**src/rtl/phy_data_scoreboard.sv**
```systemverilog
// phy_data_scoreboard: end-to-end tx->rx data checker with latency lock.
// Queues tx words with ages, matches rx words, tracks pass/fail counts.
module phy_data_scoreboard #(
  parameter int DATA_BUS_WIDTH = 32,
  parameter int DEPTH          = 8,
  parameter int MAX_LATENCY    = 64,
  parameter int UNLOCK_ERRS    = 4,
  parameter int CNT_WIDTH      = 16,
  parameter int LAT_W          = $clog2(MAX_LATENCY+1)
) (
  input  logic                         clk,
  input  logic                         rst,
  input  logic                         enable,
  input  logic [DATA_BUS_WIDTH-1:0]    Data_in,
  input  logic [DATA_BUS_WIDTH-1:0]    Data_out,
  output logic                         locked,
  output logic [LAT_W-1:0]             latency,
  output logic [CNT_WIDTH-1:0]         pass_count,
  output logic [CNT_WIDTH-1:0]         fail_count,
  output logic                         err,
  output logic                         overflow,
  output logic [$clog2(DEPTH+1)-1:0]   occupancy
);

  localparam int PTR_W = $clog2(DEPTH);
  localparam int OCC_W = $clog2(DEPTH+1);
  localparam int ERR_W = $clog2(UNLOCK_ERRS+1);
  localparam logic [LAT_W-1:0] MAX_AGE = LAT_W'(MAX_LATENCY);
  localparam logic [ERR_W-1:0] LAST_ERR = ERR_W'(UNLOCK_ERRS-1);
  localparam logic [OCC_W-1:0] FULL_OCC = OCC_W'(DEPTH);

  typedef enum logic {
    SEARCH = 1'b0,
    LOCKED = 1'b1
  } state_t;

  state_t state_q, state_d;

  logic [DATA_BUS_WIDTH-1:0] word_q [DEPTH];
  logic [LAT_W-1:0]          age_q  [DEPTH];
  logic [PTR_W-1:0]          rd_ptr_q, wr_ptr_q;
  logic [OCC_W-1:0]          occ_q;
  logic [LAT_W-1:0]          lat_q, lat_d;
  logic [ERR_W-1:0]          cerr_q, cerr_d;
  logic [CNT_WIDTH-1:0]      pass_q, fail_q;
  logic                      err_q, ovf_q;

  logic             empty, full;
  logic             head_match;
  logic [LAT_W-1:0] head_age;
  logic             hit, miss, pop, push, drop;

  assign empty = (occ_q == '0);
  assign full  = (occ_q == FULL_OCC);

  // Stored age lags by one edge; the age seen at this edge is one more.
  assign head_age = (age_q[rd_ptr_q] == MAX_AGE) ?
                    MAX_AGE : age_q[rd_ptr_q] + 1'b1;

  assign head_match = (Data_out === word_q[rd_ptr_q]);

  assign pop  = hit | miss;
  assign push = enable & (~full | pop);
  assign drop = enable & full & ~pop;

  // Head-entry decision and lock/unlock transitions.
  always_comb begin
    state_d = state_q;
    lat_d   = lat_q;
    cerr_d  = cerr_q;
    hit     = 1'b0;
    miss    = 1'b0;
    if (!empty) begin
      unique case (state_q)
        SEARCH: begin
          if (head_match) begin
            hit     = 1'b1;
            lat_d   = head_age;
            cerr_d  = '0;
            state_d = LOCKED;
          end else if (head_age == MAX_AGE) begin
            miss = 1'b1;
          end
        end
        LOCKED: begin
          if (head_age == lat_q) begin
            if (head_match) begin
              hit    = 1'b1;
              cerr_d = '0;
            end else begin
              miss = 1'b1;
              if (cerr_q == LAST_ERR) begin
                state_d = SEARCH;
                lat_d   = '0;
                cerr_d  = '0;
              end else begin
                cerr_d = cerr_q + 1'b1;
              end
            end
          end
        end
        default: ;
      endcase
    end
  end

  // FSM, counters, pointers and status registers.
  always_ff @(posedge clk) begin
    if (rst) begin
      state_q  <= SEARCH;
      lat_q    <= '0;
      cerr_q   <= '0;
      pass_q   <= '0;
      fail_q   <= '0;
      err_q    <= 1'b0;
      ovf_q    <= 1'b0;
      rd_ptr_q <= '0;
      wr_ptr_q <= '0;
      occ_q    <= '0;
    end else begin
      state_q <= state_d;
      lat_q   <= lat_d;
      cerr_q  <= cerr_d;
      err_q   <= miss;
      if (hit && pass_q != '1) begin
        pass_q <= pass_q + 1'b1;
      end
      if (miss && fail_q != '1) begin
        fail_q <= fail_q + 1'b1;
      end
      if (drop) begin
        ovf_q <= 1'b1;
      end
      if (push) begin
        wr_ptr_q <= wr_ptr_q + 1'b1;
      end
      if (pop) begin
        rd_ptr_q <= rd_ptr_q + 1'b1;
      end
      if (push && !pop) begin
        occ_q <= occ_q + 1'b1;
      end else if (pop && !push) begin
        occ_q <= occ_q - 1'b1;
      end
    end
  end

  // Ages advance every cycle, saturating; a new entry starts at zero.
  always_ff @(posedge clk) begin
    if (rst) begin
      for (int i = 0; i < DEPTH; i++) begin
        age_q[i] <= '0;
      end
    end else begin
      for (int i = 0; i < DEPTH; i++) begin
        age_q[i] <= (age_q[i] == MAX_AGE) ?
                    MAX_AGE : age_q[i] + 1'b1;
      end
      if (push) begin
        age_q[wr_ptr_q] <= '0;
      end
    end
  end

  // Word storage; contents are only meaningful below occupancy.
  always_ff @(posedge clk) begin
    if (!rst && push) begin
      word_q[wr_ptr_q] <= Data_in;
    end
  end

  assign locked     = (state_q == LOCKED);
  assign latency    = lat_q;
  assign pass_count = pass_q;
  assign fail_count = fail_q;
  assign err        = err_q;
  assign overflow   = ovf_q;
  assign occupancy  = occ_q;

endmodule

```
**config.mk**
```make
export PLATFORM = sky130hd
export DESIGN_NAME = phy_data_scoreboard
export DESIGN_NICKNAME = d
export VERILOG_FILES = /design/src/rtl/phy_data_scoreboard.sv
export SDC_FILE = /design/constraint.sdc
export NUM_CORES = 1
export LEC_CHECK = 0
export CAP_MARGIN = 20
export CORE_ASPECT_RATIO = 1.2
export CORE_UTILIZATION = 50
export CTS_BUF_LIST = sky130_fd_sc_hd__clkbuf_4
export CTS_CLUSTER_DIAMETER = 100
export DETAILED_ROUTE_END_ITERATION = 8
export PLACE_DENSITY = 0.74
export SETUP_SLACK_MARGIN = 0.05
export SLEW_MARGIN = 20
export SYNTH_ARGS = -nofsm -noshare
export SYNTH_HDL_FRONTEND = slang
export SYNTH_SLANG_ARGS = --single-unit
```
**constraint.sdc**
```tcl
create_clock -name clk -period 7.1 [get_ports clk]
set_input_delay 1.775 -clock clk [delete_from_list [all_inputs] [get_ports clk]]
set_output_delay 1.775 -clock clk [all_outputs]
set_load 0.02 [all_outputs]
```
# After elaboration in Yosys (flattened, before gate mapping)
# Memories as Yosys holds them, arrays and structs flattened. A register that Yosys moved wholly into a read port is not among the register bits.
# Cells that the tools add are included.
# word_totals
reg_bits	55
ramBits	312
inputBits	67
output_inout_bits	46
elab_cells	132
memories	2
# memory_table
memory	words	word_bits	read_ports	rd_ports_with_merged_regs	write_ports	line	rtl
word_q	8	32	1	1	1	39	logic [DATA_BUS_WIDTH-1:0] word_q [DEPTH];
age_q	8	7	9	1	9	40	logic [LAT_W-1:0] age_q [DEPTH];
# classes
n_addsub	16
eq_ne	20
n_mux	55
n_bitwise	17
n_reduce_logical	12
# op_table
cell	count
two-way mux 7 bit	21
== test 7 bit (second input constant)	10
adder 7 x 1 -> 7 bit (second input constant)	9
adder 16 x 1 -> 16 bit (second input constant)	2
case equality test 32 bit	1
!= test 16 bit (second input constant)	2
two-way mux 3 bit	8
two-way mux 1 bit	19
one-hot mux 7 bit (2 select lines)	1
OR 1 bit	10
adder 3 x 1 -> 3 bit (second input constant)	3
two-way mux 4 bit	2
== test 7 bit	1
one-hot mux 1 bit (2 select lines)	3
one-hot mux 3 bit (2 select lines)	1
logical AND 1 bit	5
AND reduction 5 bit	1
adder 4 x 1 -> 4 bit (second input constant)	1
== test 4 bit (second input constant)	1
logical NOT 4 bit	1
!= test 2 x 1 -> 1 bit (second input constant)	2
!= test 2 bit (second input constant)	2
inverter 1 bit	4
subtractor 4 x 1 -> 4 bit (second input constant)	1
5 further kinds	9

# Logic depth before layout (Yosys ltp)
# logic_depth
depth_word	14
mapped_depth	22

# Least setup slack after synthesis
# OpenSTA, ideal clock, no wires.
# synth_path
path_kind	input to register
startpoint	input port Data_out[24]
endpoint	memory word_q[0][0] (enable)
arrival_time_ns	6.573
path_slack_ns	0.025
stages	9
path_cell_list	xnor2_1 -> nor4_1 -> nand4_1 -> nor4_4 -> nand2b_1 -> a21o_1 -> buf_2 -> nand2_1 -> nor4_1
# synth_via
elab_chain_len	11
word_cells_on_any_way	16
# synth_rtl
element	line	rtl
start: declaration	15	input logic [DATA_BUS_WIDTH-1:0] Data_out,
case equality test 32 bit (*)	60	assign head_match = (Data_out === word_q[rd_ptr_q]);
two-way mux 1 bit, on equally long branches	76, 87	
two-way mux 1 bit	86	if (head_age == lat_q) begin
one-hot mux 1 bit (2 select lines)	74	unique case (state_q)
two-way mux 1 bit	73	if (!empty) begin
OR 1 bit (*)	62	assign pop = hit | miss;
OR 1 bit (*)	63	assign push = enable & (~full | pop);
bitwise AND 1 bit (*)	63	
logical AND 1 bit (*)	167	if (!rst && push) begin
two-way mux 1 bit (*)	167	
two-way mux 1 bit (implied by the code) (*)	168	word_q[wr_ptr_q] <= Data_in;
end: declaration	39	
# Mark *: on every way between the ends. The rest lies on a longest branch, timed or not.

==> impl_metrics.tcl <==
set metrics [dict create \
    final_util_pct 59.6 \
    synth.cell_area_sq_um 16100 \
    grt_pass1_wl_mm 53.9 \
    avgRoutedWirePerCell_microns 19.1 \
    post_layout_nonfiller_instances 1779 \
    finalSetupViolations 0 \
    floorplan.initialDensity_pct 51.2 \
    rows 71 \
    synth_warnings 0 \
    worst_path_max_delay_cell "sky130_fd_sc_hd__dfxtp_4" \
    drive_gt1_share_pct 18.7 \
    cp_cell_sequence "buf_4 > mux4_2 > mux2i_1 > xnor2_1 > a21oi_1 > nand4_1 > nor4_4 > nand2b_1 > a21o_1 > and2_1 > ha_1 > inv_1 > ha_1 > a21o_1 > a21oi_1 > xnor2_1 > or3_1 > a21oi_1" \
    routed-via-count 10015 \
    failed_checks "design-rule violations" \
    worstMarginPinSlew_ps 937 \
    gp_congestion 0.837 \
    port_buffers 112 \
    worstPathMaxFanout 62 \
    peak_supply_drop_mv 0.118 \
    synth-seq-area-share_pct 61.7 \
    layout_min_cycle_time_ps 5880 \
    detail_route.iter0.violations 570 \
    leakage_dissipation_nw 6.25 \
    mean_number_of_vias_per_cell 5.63 \
    timing.setup.tns_ps 0 \
    largest_net_degree_at_the_start_of_global_routing 63 \
    synthFlopType "sky130_fd_sc_hd__edfxtp_1" \
    cts_max_path_buffers 3 \
    seq_pwr_share_pct 54.4 \
    worst_setup_skew_after_layout_ps 66.2 \
    clock_power_share_pct 37.8 \
    timing_max_transition_violations_final 0 \
    clk_pin_slew_ps 70 \
    core_area_sq_um 31500 \
    clock_sink_count 370 \
    tritoncts_clock_tree "built" \
    die_x_microns 166 \
    avgSynthCellArea_sq_um 14.4 \
    power.density_cell_area_nw_per_um2 235 \
    clk_tree_root_cell "sky130_fd_sc_hd__clkbuf_4" \
    slew-limit-headroom_pct 37.6 \
    layout.cell_area.non_filler_sq_um 18800 \
    tritoncts.num_buffers 89 \
    timing.critical_path.mode_cell "sky130_fd_sc_hd__a21oi_1" \
    async_flop_share_pct 0 \
    clock_insertion_delay_worst_skew_ps 740 \
    antenna_left 0 \
    min-delay-path-class "register to register" \
    die_h_microns 199 \
    combinationalPowerShare_pct 7.8 \
    critPathMaxStageDelay_ps 970 \
    drt_first_pass_iters 7 \
    initial_antenna_violation_count 3 \
    netSwitchingFraction_pct 23.9 \
    cell_internal_pwr_mw 3.36 \
    cp.required_ps 7760 \
    syn-num-nets 1219 \
    nets 1398 \
    p_sw_mw 1.06 \
    max_cap_viol_count 0 \
    setup_repair_after_global_routing_missed_its_margin "no" \
    synthesis.instances 1125 \
    run_status "finished with violations" \
    syn_to_final_growth_pct 16.4 \
    global_route.usage.total_pct 21.1 \
    post_cts_resize_count 0 \
    clock.fmax_ghz 0.170 \
    period_share_pct 82.9 \
    drc_errors 10 \
    critical_path_arrival_ps 6550 \
    grt.overflow.total 0 \
    ctsHoldBuffers 0 \
    synth_register_bits 370 \
    finalPower_mw 4.41 \
    cp-end-kind "register" \
    worst-setup-path-type "register to register" \
    filler_cell_count 2449 \
    place.detailed.hpwl_mm 21.1 \
    vias_in_the_first_global_route 10261 \
    cp-start-kind "register" \
    dieArea_sq_um 33000 \
    io_pins 113 \
    cts_setup_buffers 0 \
    dp_cells 1614 \
    placedInstanceArea_sq_um 17700 \
    synth_edf_count 256 \
    post_synth_num_cell_types 74 \
    htree_num_levels 3 \
    drt_wl_total_mm 33.9 \
    timing.final.hold_violations 0 \
]
[layer usage]
layer,share of wire (%),up-vias,global-route usage (%)
met1,42,4903,26.0
li1,-,4759,-
met4,1.6,2,7.30
met2,50,303,36.6
met5,0.041,-,0
met3,6.7,48,5.03
[path summary, 6_finish.rpt]
path / from / to / slack (ps) / cells past startpoint
setup / recovery: register / occupancy[3]$_SDFFE_PP0P_ / 1220 / 18
setup reg to reg: register / occupancy[3]$_SDFFE_PP0P_ / 1220 / 18
hold / removal: cerr_q[2]$_SDFFE_PP0P_ / cerr_q[2]$_SDFFE_PP0P_ / 470 / 1
hold reg to reg: cerr_q[2]$_SDFFE_PP0P_ / cerr_q[2]$_SDFFE_PP0P_ / 470 / 1
[state kept, by name, summed over array words and instances (netlist names), named ones only]
| register | flops |
|---|---|
| age_q | 56 |
| occupancy | 4 |
| locked | 1 |
| word_q | 256 |
| cerr_q | 3 |
| latency | 7 |
| fail_count | 16 |
| err | 1 |
| overflow | 1 |
| pass_count | 16 |
| wr_ptr_q | 3 |
| rd_ptr_q | 3 |
[synth_stat cells (4+ instances only)]
cell type	number	area share, %
sky130_fd_sc_hd__edfxtp_1	256	48
sky130_fd_sc_hd__or4_1	9	0.42
sky130_fd_sc_hd__nand2_1	33	0.77
sky130_fd_sc_hd__buf_4	5	0.23
sky130_fd_sc_hd__nor3_1	30	0.93
sky130_fd_sc_hd__xnor2_1	56	3.0
sky130_fd_sc_hd__and2_1	5	0.19
sky130_fd_sc_hd__and3_1	35	1.4
sky130_fd_sc_hd__a21oi_1	24	0.74
sky130_fd_sc_hd__xor2_1	37	2.0
sky130_fd_sc_hd__mux2_2	7	0.49
sky130_fd_sc_hd__a21o_1	5	0.23
sky130_fd_sc_hd__or3_1	6	0.23
sky130_fd_sc_hd__mux4_2	58	8.1
sky130_fd_sc_hd__o211ai_1	5	0.23
sky130_fd_sc_hd__nor2b_1	5	0.19
sky130_fd_sc_hd__nor3b_1	8	0.37
sky130_fd_sc_hd__a22oi_1	16	0.74
sky130_fd_sc_hd__inv_1	32	0.74
sky130_fd_sc_hd__nor2_1	76	1.8
sky130_fd_sc_hd__nor4_1	19	0.74
sky130_fd_sc_hd__o31ai_1	8	0.37
sky130_fd_sc_hd__nand4_1	10	0.39
sky130_fd_sc_hd__ha_1	26	2.0
sky130_fd_sc_hd__o21ai_0	9	0.28
sky130_fd_sc_hd__a211oi_1	4	0.19
sky130_fd_sc_hd__buf_2	11	0.34
sky130_fd_sc_hd__dfxtp_1	114	14
sky130_fd_sc_hd__mux2i_1	67	4.2
sky130_fd_sc_hd__buf_6	9	0.63
sky130_fd_sc_hd__a31o_2	7	0.38
sky130_fd_sc_hd__a22o_1	5	0.27
sky130_fd_sc_hd__nand3_1	51	1.6
sky130_fd_sc_hd__clkbuf_1	13	0.30
sky130_fd_sc_hd__o31ai_2	4	0.31
sky130_fd_sc_hd__nand2b_1	9	0.35
[layout make-up]
type	count	area, sq um	share of cell area [%]
clock buffer	123	923	4.91
sequential	370	9980	53.1
inverter	33	124	0.659
multi-input combinational	681	5840	31.1
antenna	2	5.00	0.0266
tap	401	502	2.67
timing repair buffer	129	1240	6.61
clock inverter	40	188	0.998
[power groups by stage]
stage | Clock, mW | Sequential (mW) | Combinational (mW)
4_1_cts | 1.72 | 2.40 | 0.347
5_1_grt | 1.83 | 2.40 | 0.380
3_3_place_gp | 0 | 2.44 | 0.337
6_report | 1.67 | 2.40 | 0.343
2_1_floorplan | 0 | 2.45 | 0.203
3_5_place_dp | 0 | 2.45 | 0.345
[through the flow]
| step | hold slack, ps | worst slack [ps] |
|---|---|---|
| floorplan | 440 | 70.2 |
| global placement | 449 | 1010 |
| detailed placement | 459 | 875 |
| CTS | 469 | 1210 |
| global route | 481 | 812 |
| finish | 468 | 1220 |
[critical path: cells and delay by family (launching register included)]
kind | cells | cell delay [ps]
flip-flops | 1 | 970
XOR/XNOR | 2 | 190
AND/OR/NAND/NOR | 5 | 1770
AO/OA/AOI/OAI | 5 | 1000
multiplexers | 2 | 650
adder cells (fa/ha/maj) | 2 | 470
buffers and inverters | 2 | 700
[logic make-up after synthesis]
group / after synthesis / synth area share (%)
AOI/OAI and AO/OA: 117 / 5.46
xor gates and xnor gates: 93 / 5.04
adders and majority gates: 27 / 2.14
buffers and inverters: 74 / 2.41
DFF: 370 / 61.7
muxes: 136 / 13.1
and+or+nand+nor: 308 / 10.1
[cell usage in the layout (no fill, tap or decap), drive strengths merged, types with 10 or more instances in the layout]
cell           count
o31ai             12
dfxtp            114
nand4             10
a21oi             25
nand2             35
xnor2             56
clkdlybuf4s50    111
nor3              30
o21ai             11
nor2              77
nand3             51
mux2i             69
a22oi             16
inv               36
clkbuf           123
clkinv            35
nor4              22
ha                26
buf               18
xor2              37
mux4              58
edfxtp           256
and3              36
Note: power is estimated with default switching activity, not from simulation.
